**src/rtl/divisor_normalizer_pkg.sv**
```systemverilog
// Shared constants for the divisor normalizer: operand widths and FSM state encoding.
package divisor_normalizer_pkg;

    localparam int WIDTH = 8;
    localparam int SHW   = 3;

    typedef logic [1:0] state_t;

    localparam logic [1:0] ST_IDLE  = 2'd0;
    localparam logic [1:0] ST_LOAD  = 2'd1;
    localparam logic [1:0] ST_SHIFT = 2'd2;
    localparam logic [1:0] ST_DONE  = 2'd3;

endpackage

```
**src/rtl/divisor_normalizer_clz.sv**
```systemverilog
// Combinational leading-zero counter. The count is SHW bits wide, so an
// all-zero input wraps to 0; callers must detect a zero operand separately.
module count_leading_zeros #(
    parameter int WIDTH = divisor_normalizer_pkg::WIDTH,
    parameter int SHW   = divisor_normalizer_pkg::SHW
) (
    input  logic             i_en,
    input  logic [WIDTH-1:0] i_data,
    output logic [SHW-1:0]   o_count
);

    logic [SHW-1:0] w_count;
    logic           w_found;

    // Scan from the MSB down, counting zeros until the first set bit.
    always_comb begin
        w_count = '0;
        w_found = 1'b0;
        for (int i = WIDTH - 1; i >= 0; i--) begin
            if (!w_found) begin
                if (i_data[i]) begin
                    w_found = 1'b1;
                end else begin
                    w_count = w_count + SHW'(1);
                end
            end
        end
    end

    assign o_count = i_en ? w_count : '0;

endmodule

```
**src/rtl/divisor_normalizer.sv**
```systemverilog
// Divider front end: registers a dividend/divisor pair, counts the divisor's
// leading zeros, then shifts both left one bit per cycle until the divisor
// MSB is set. A zero divisor is flagged and passed through unshifted.
module divisor_normalizer #(
    parameter int WIDTH = divisor_normalizer_pkg::WIDTH,
    parameter int SHW   = divisor_normalizer_pkg::SHW
) (
    input  logic               clk,
    input  logic               rst_n,
    input  logic               in_valid,
    output logic               in_ready,
    input  logic [WIDTH-1:0]   dividend,
    input  logic [WIDTH-1:0]   divisor,
    output logic               out_valid,
    input  logic               out_ready,
    output logic [WIDTH-1:0]   norm_divisor,
    output logic [2*WIDTH-1:0] norm_dividend,
    output logic [SHW-1:0]     shamt,
    output logic               div_by_zero
);

    import divisor_normalizer_pkg::*;

    logic [1:0]         r_state;
    logic [WIDTH-1:0]   r_divisor;
    logic [2*WIDTH-1:0] r_dividend;
    logic [SHW-1:0]     r_shamt;
    logic [SHW-1:0]     r_cnt;
    logic               r_dbz;

    logic               w_clz_en;
    logic [SHW-1:0]     w_clz;

    assign w_clz_en = (r_state == ST_LOAD);

    count_leading_zeros #(
        .WIDTH (WIDTH),
        .SHW   (SHW)
    ) u_clz (
        .i_en    (w_clz_en),
        .i_data  (r_divisor),
        .o_count (w_clz)
    );

    // FSM, remaining-shift counter and the divisor/dividend shift registers.
    always_ff @(posedge clk or negedge rst_n) begin
        if (!rst_n) begin
            r_state    <= ST_IDLE;
            r_divisor  <= '0;
            r_dividend <= '0;
            r_shamt    <= '0;
            r_cnt      <= '0;
            r_dbz      <= 1'b0;
        end else begin
            case (r_state)
                ST_IDLE: begin
                    if (in_valid) begin
                        r_divisor  <= divisor;
                        r_dividend <= {{WIDTH{1'b0}}, dividend};
                        r_state    <= ST_LOAD;
                    end
                end
                ST_LOAD: begin
                    // The clz output wraps to 0 for a zero divisor; never trust it then.
                    if (r_divisor == '0) begin
                        r_dbz   <= 1'b1;
                        r_shamt <= '0;
                        r_cnt   <= '0;
                        r_state <= ST_DONE;
                    end else begin
                        r_dbz   <= 1'b0;
                        r_shamt <= w_clz;
                        r_cnt   <= w_clz;
                        r_state <= (w_clz == '0) ? ST_DONE : ST_SHIFT;
                    end
                end
                ST_SHIFT: begin
                    r_divisor  <= r_divisor << 1;
                    r_dividend <= r_dividend << 1;
                    r_cnt      <= r_cnt - SHW'(1);
                    if (r_cnt == SHW'(1)) begin
                        r_state <= ST_DONE;
                    end
                end
                ST_DONE: begin
                    if (out_ready) begin
                        r_state <= ST_IDLE;
                    end
                end
                default: r_state <= ST_IDLE;
            endcase
        end
    end

    assign in_ready      = (r_state == ST_IDLE);
    assign out_valid     = (r_state == ST_DONE);
    assign norm_divisor  = r_divisor;
    assign norm_dividend = r_dividend;
    assign shamt         = r_shamt;
    assign div_by_zero   = r_dbz;

endmodule

```
**config.mk**
```make
export PLATFORM = sky130hd
export DESIGN_NAME = divisor_normalizer
export DESIGN_NICKNAME = d
export VERILOG_FILES = /design/src/rtl/divisor_normalizer_pkg.sv /design/src/rtl/divisor_normalizer_clz.sv /design/src/rtl/divisor_normalizer.sv
export SDC_FILE = /design/constraint.sdc
export NUM_CORES = 1
export LEC_CHECK = 0
export ABC_AREA = 0
export CAP_MARGIN = 40
export CORE_MARGIN = 3
export CORE_UTILIZATION = 45
export CTS_CLUSTER_DIAMETER = 100
export CTS_CLUSTER_SIZE = 10
export DETAILED_ROUTE_END_ITERATION = 16
export PLACE_DENSITY_LB_ADDON = 0.08
export SYNTH_ARGS = -nofsm -noshare
export SYNTH_HDL_FRONTEND = slang
export SYNTH_SLANG_ARGS = --single-unit
```
**constraint.sdc**
```tcl
create_clock -name clk -period 4.6 [get_ports clk]
set_input_delay 1.15 -clock clk [delete_from_list [all_inputs] [get_ports clk]]
set_output_delay 1.15 -clock clk [all_outputs]
set_load 0.03 [all_outputs]
```
==> results.rst <==
.. list-table::
   :header-rows: 1

   * - Metric
     - Value
   * - Outcome
     - complete, no violations
   * - Number of pins with negative max-slew slack in the final report
     - 0
   * - Final ANT Viol Nets
     - 0
   * - Maximum ir drop on the vdd rail
     - approximately 0.43 mV
   * - Total buffers and inverters traversed by the critical path
     - 1
   * - DPL Wire Length
     - 3.08 mm
   * - Type of the most critical hold path
     - reg -> reg
   * - Element type at the critical path start
     - register
   * - Mean routed wirelength per cell
     - about 14 µm
   * - Total setup violations reported at the end of the flow
     - 0
   * - Clock insertion delay at the later pin of the skew report
     - 0.28 ns
   * - Share of flip-flops with an asynchronous set or reset
     - 100%
   * - Reg-to-reg critical path startpoint
     - norm_divisor[5]
   * - Cell-by-cell listing of the critical path
     - nor2_4 -> nand2_1 -> and2_1 -> ha_1 -> mux2i_1 -> nand4_1 -> nand2_1 -> ha_1 -> mux2_2 -> mux2i_2 -> inv_1 -> ha_1 -> and2b_1 -> mux2i_1 -> xor2_1 -> o21a_1 -> a221o_1
   * - Total count of hold-check failures in the final report
     - 0
   * - Post-Syn Area
     - 1900 µm²
   * - Final std cells w/o fill
     - 291
   * - Number of DRC markers in iteration 0
     - 84
   * - Horiz. Die Dim
     - 71.0 µm
   * - Fill count
     - around 350
   * - Final critical-path setup slack
     - between 0.7 and 0.8 ns
   * - Overall die height
     - 71.0 µm
   * - Number of vias after detailed routing
     - 1,556
   * - TritonCTS sink count
     - 33
   * - Warnings from Yosys
     - 0
   * - Number of distinct library cell variants in the gate-level netlist after synthesis
     - 45
   * - Area of the die
     - 5040 µm²
   * - Setup slack at placement
     - roughly 0.80 ns
   * - Input/output buffers
     - 49
   * - Biggest area contributors in the synthesized netlist
     - sky130_fd_sc_hd__dfrtp_1, sky130_fd_sc_hd__mux2i_1, sky130_fd_sc_hd__ha_1
   * - CP Data Required Time
     - between 4 and 5 ns
   * - Clock-pin slew on the worst setup and hold paths
     - 0.07 ns
   * - Worst reg2reg path depth
     - 17
   * - Dominant register cell in the synthesized netlist
     - sky130_fd_sc_hd__dfrtp_1
   * - Number of vias per cell
     - 5.35
   * - Initial antenna violation count
     - 0
   * - Instance area after placement
     - 2440 µm²
   * - Inserted Diodes
     - 0
   * - Final std cell area, no fill
     - 2550 µm²
   * - Arrival time at the worst endpoint
     - 4.02 ns
   * - Wire length of the first global-routing pass
     - 7.27 mm
   * - Start point of the worst min-delay path
     - norm_dividend[15]
   * - Max-slew headroom
     - 72.0%
   * - Worst Hold Path EP
     - norm_dividend[15]
   * - Worst hold slack
     - 0.513 ns
   * - Number of I/O pins
     - 50
   * - TritonCTS buffer count
     - 5
   * - Nets
     - 270
   * - Maximum net fanout on the critical path
     - 8
   * - Crit path largest cell delay
     - a little over 0.5 ns
   * - Number of synthesized flops with an enable pin
     - 0
   * - Sequential cell area fraction in the yosys report
     - 43.4%
   * - Post-CTS setup repair buffer count
     - 0
   * - Pwr/cell area
     - 853 nW/µm²
   * - R2r endpoint
     - shamt[2]
   * - Number of iterations in the first detailed-routing pass
     - 4
   * - FF+latch count, synth
     - 33
   * - Post-CTS Hold Buffers
     - 0
   * - Sum of negative setup slack
     - 0 ns
   * - Maximum number of pins on one net before global-route repair
     - 41
   * - Cell repeated most along the worst path
     - sky130_fd_sc_hd__ha_1
   * - Level count of the clock H-tree
     - 2
   * - Via count of the first global-routing pass
     - 1,621
   * - Family with the most delay on the worst path
     - simple AND/OR/NAND/NOR gates
   * - Weighted congestion at the end of routability-driven global placement
     - 0.822
   * - Number of cells in the design after placement
     - 283
   * - Flop-to-flop setup slack
     - 0.76 ns
   * - Static leakage power
     - 1.10 nW
   * - Layout area overhead
     - 33.9%
   * - Total overflow reported by the global router
     - 0
   * - Resized Gates After CTS
     - 0
   * - Ratio of cells with drive above 1 in the final layout
     - 9.96%
   * - Area fraction of the dominant cell type after synthesis
     - 43.4%
   * - WS Path Type
     - reg -> reg
   * - RSZ-0062 raised after global routing
     - false
   * - Nature of the critical path endpoint
     - register
   * - Row cnt
     - 23
   * - Crit share post-route
     - 83.6%
   * - CP max-delay cell
     - sky130_fd_sc_hd__dfrtp_1
   * - Hold Crit Depth
     - 1
   * - Maximum capacitance violations
     - 0
   * - Pin slew with the least headroom to its limit
     - 0.421 ns
   * - Post-layout utilization of the core
     - 63.2%
   * - Post-synth top area cell
     - sky130_fd_sc_hd__dfrtp_1
   * - Synthesized Nets
     - between 200 and 250
   * - Clock Root Buffer
     - sky130_fd_sc_hd__clkbuf_8
   * - Tot Pwr
     - 2.17 mW
   * - Core Footprint
     - 4030 µm²
   * - Initial cell density of the core
     - 47.2%
   * - Worst Clk Skew
     - 0.00605 ns
   * - Post-route minimum period
     - 3.84 ns
   * - Maximum clock frequency
     - 0.260 GHz
   * - CTS tree
     - done
   * - Max Buffers Root-to-Sink
     - 2
   * - Number of instances in the synthesized netlist
     - ~190
   * - Remaining DRCs
     - 0
   * - Total wire length
     - 4.13 mm
   * - GRT Util Overall
     - 17.9%
   * - Post-Synthesis Mean Instance Area
     - 9.96 µm²
-- cells in the mapped netlist, drive strengths merged (3+ instances only) --
library cell	instances
dfrtp	33
nand2	24
o21ai	21
mux2i	17
inv	11
nor2	11
ha	10
a22o	8
a21oi	6
clkbuf	6
buf	4
mux2	3
nand2b	3
nand3	3
nor2b	3
nor3	3
-- flip-flops by register name (all words and copies together) (netlist names) --
register       cells
norm_dividend     16
norm_divisor       8
r_cnt              3
div_by_zero        1
r_state            2
shamt              3
-- kinds of logic (layout without fill, tap and decap cells) --
logic type | Yosys count | in the layout | share of synthesized area, %
and+or+nand+nor | 54 | 54 | 14.3
DFF | 33 | 33 | 43.4
AOI/OAI and AO/OA | 51 | 51 | 19.3
muxes | 20 | 20 | 10.9
xor gates and xnor gates | 2 | 2 | 0.921
adders and majority gates | 10 | 10 | 6.58
buffers and inverters | 21 | 71 | 4.47
-- cells in the final DEF (no fill, tap or decap), drive strengths merged, types with 2 or more instances in the layout --
| cell type | instances |
|---|---|
| clkdlybuf4s50 | 49 |
| dfrtp | 33 |
| nand2 | 24 |
| o21ai | 21 |
| mux2i | 17 |
| inv | 11 |
| nor2 | 11 |
| ha | 10 |
| a22o | 8 |
| clkbuf | 7 |
| a21oi | 6 |
| nor3 | 3 |
| nand2b | 3 |
| mux2 | 3 |
| nor2b | 3 |
| nand3 | 3 |
| buf | 3 |
| and2 | 2 |
| o21a | 2 |
| o311ai | 2 |
| nor4 | 2 |
| a221o | 2 |
| a221oi | 2 |
| o31ai | 2 |
-- layer usage --
metal / up-vias / GRT usage (%) / part of all wire, %
li1: 770 / - / -
met4: 0 / 6.26 / 1.4
met2: 48 / 29.9 / 47
met1: 730 / 21.5 / 46
met5: - / 0 / 0
met3: 8 / 6.11 / 6.1
-- where the power goes --
part           internal (mW)  switching (mW)  leakage, nW  total, mW
sequential             0.422           0.160        0.421      0.582
clock                  0.135           0.102       0.0542      0.237
combinational          0.579           0.774        0.627       1.35
-- worst max path at each step --
stage,from,end,cells after the start
6_report,norm_divisor[5],shamt[2],17
3_3_place_gp,norm_divisor[5],shamt[2],17
4_1_cts,norm_divisor[5],shamt[2],17
5_1_grt,norm_divisor[5],shamt[2],17
2_1_floorplan,norm_divisor[5],shamt[2],17
3_5_place_dp,norm_divisor[5],shamt[2],17
-- worst register-to-register path, cell delays in order, from the launching register on --
cell                      delay, ns
sky130_fd_sc_hd__dfrtp_1       0.51
sky130_fd_sc_hd__nor2_4        0.23
sky130_fd_sc_hd__nand2_1       0.11
sky130_fd_sc_hd__and2_1        0.18
sky130_fd_sc_hd__ha_1          0.27
sky130_fd_sc_hd__mux2i_1       0.17
sky130_fd_sc_hd__nand4_1       0.11
sky130_fd_sc_hd__nand2_1       0.08
sky130_fd_sc_hd__ha_1          0.23
sky130_fd_sc_hd__mux2_2        0.27
sky130_fd_sc_hd__mux2i_2       0.24
sky130_fd_sc_hd__inv_1         0.09
sky130_fd_sc_hd__ha_1          0.19
sky130_fd_sc_hd__and2b_1       0.16
sky130_fd_sc_hd__mux2i_1       0.18
sky130_fd_sc_hd__xor2_1        0.15
sky130_fd_sc_hd__o21a_1        0.23
sky130_fd_sc_hd__a221o_1       0.32
-- cell type report --
class	count	area, µm²	share of cell area, %
clock buffer	7	96.3	3.78
clock inverter	1	5.00	0.197
inverter	11	41.3	1.62
multi-input combinational	137	995	39.1
sequential	33	826	32.4
tap	50	62.6	2.46
timing repair buffer	52	520	20.4
No activity file was read; power rests on OpenSTA's default activity.
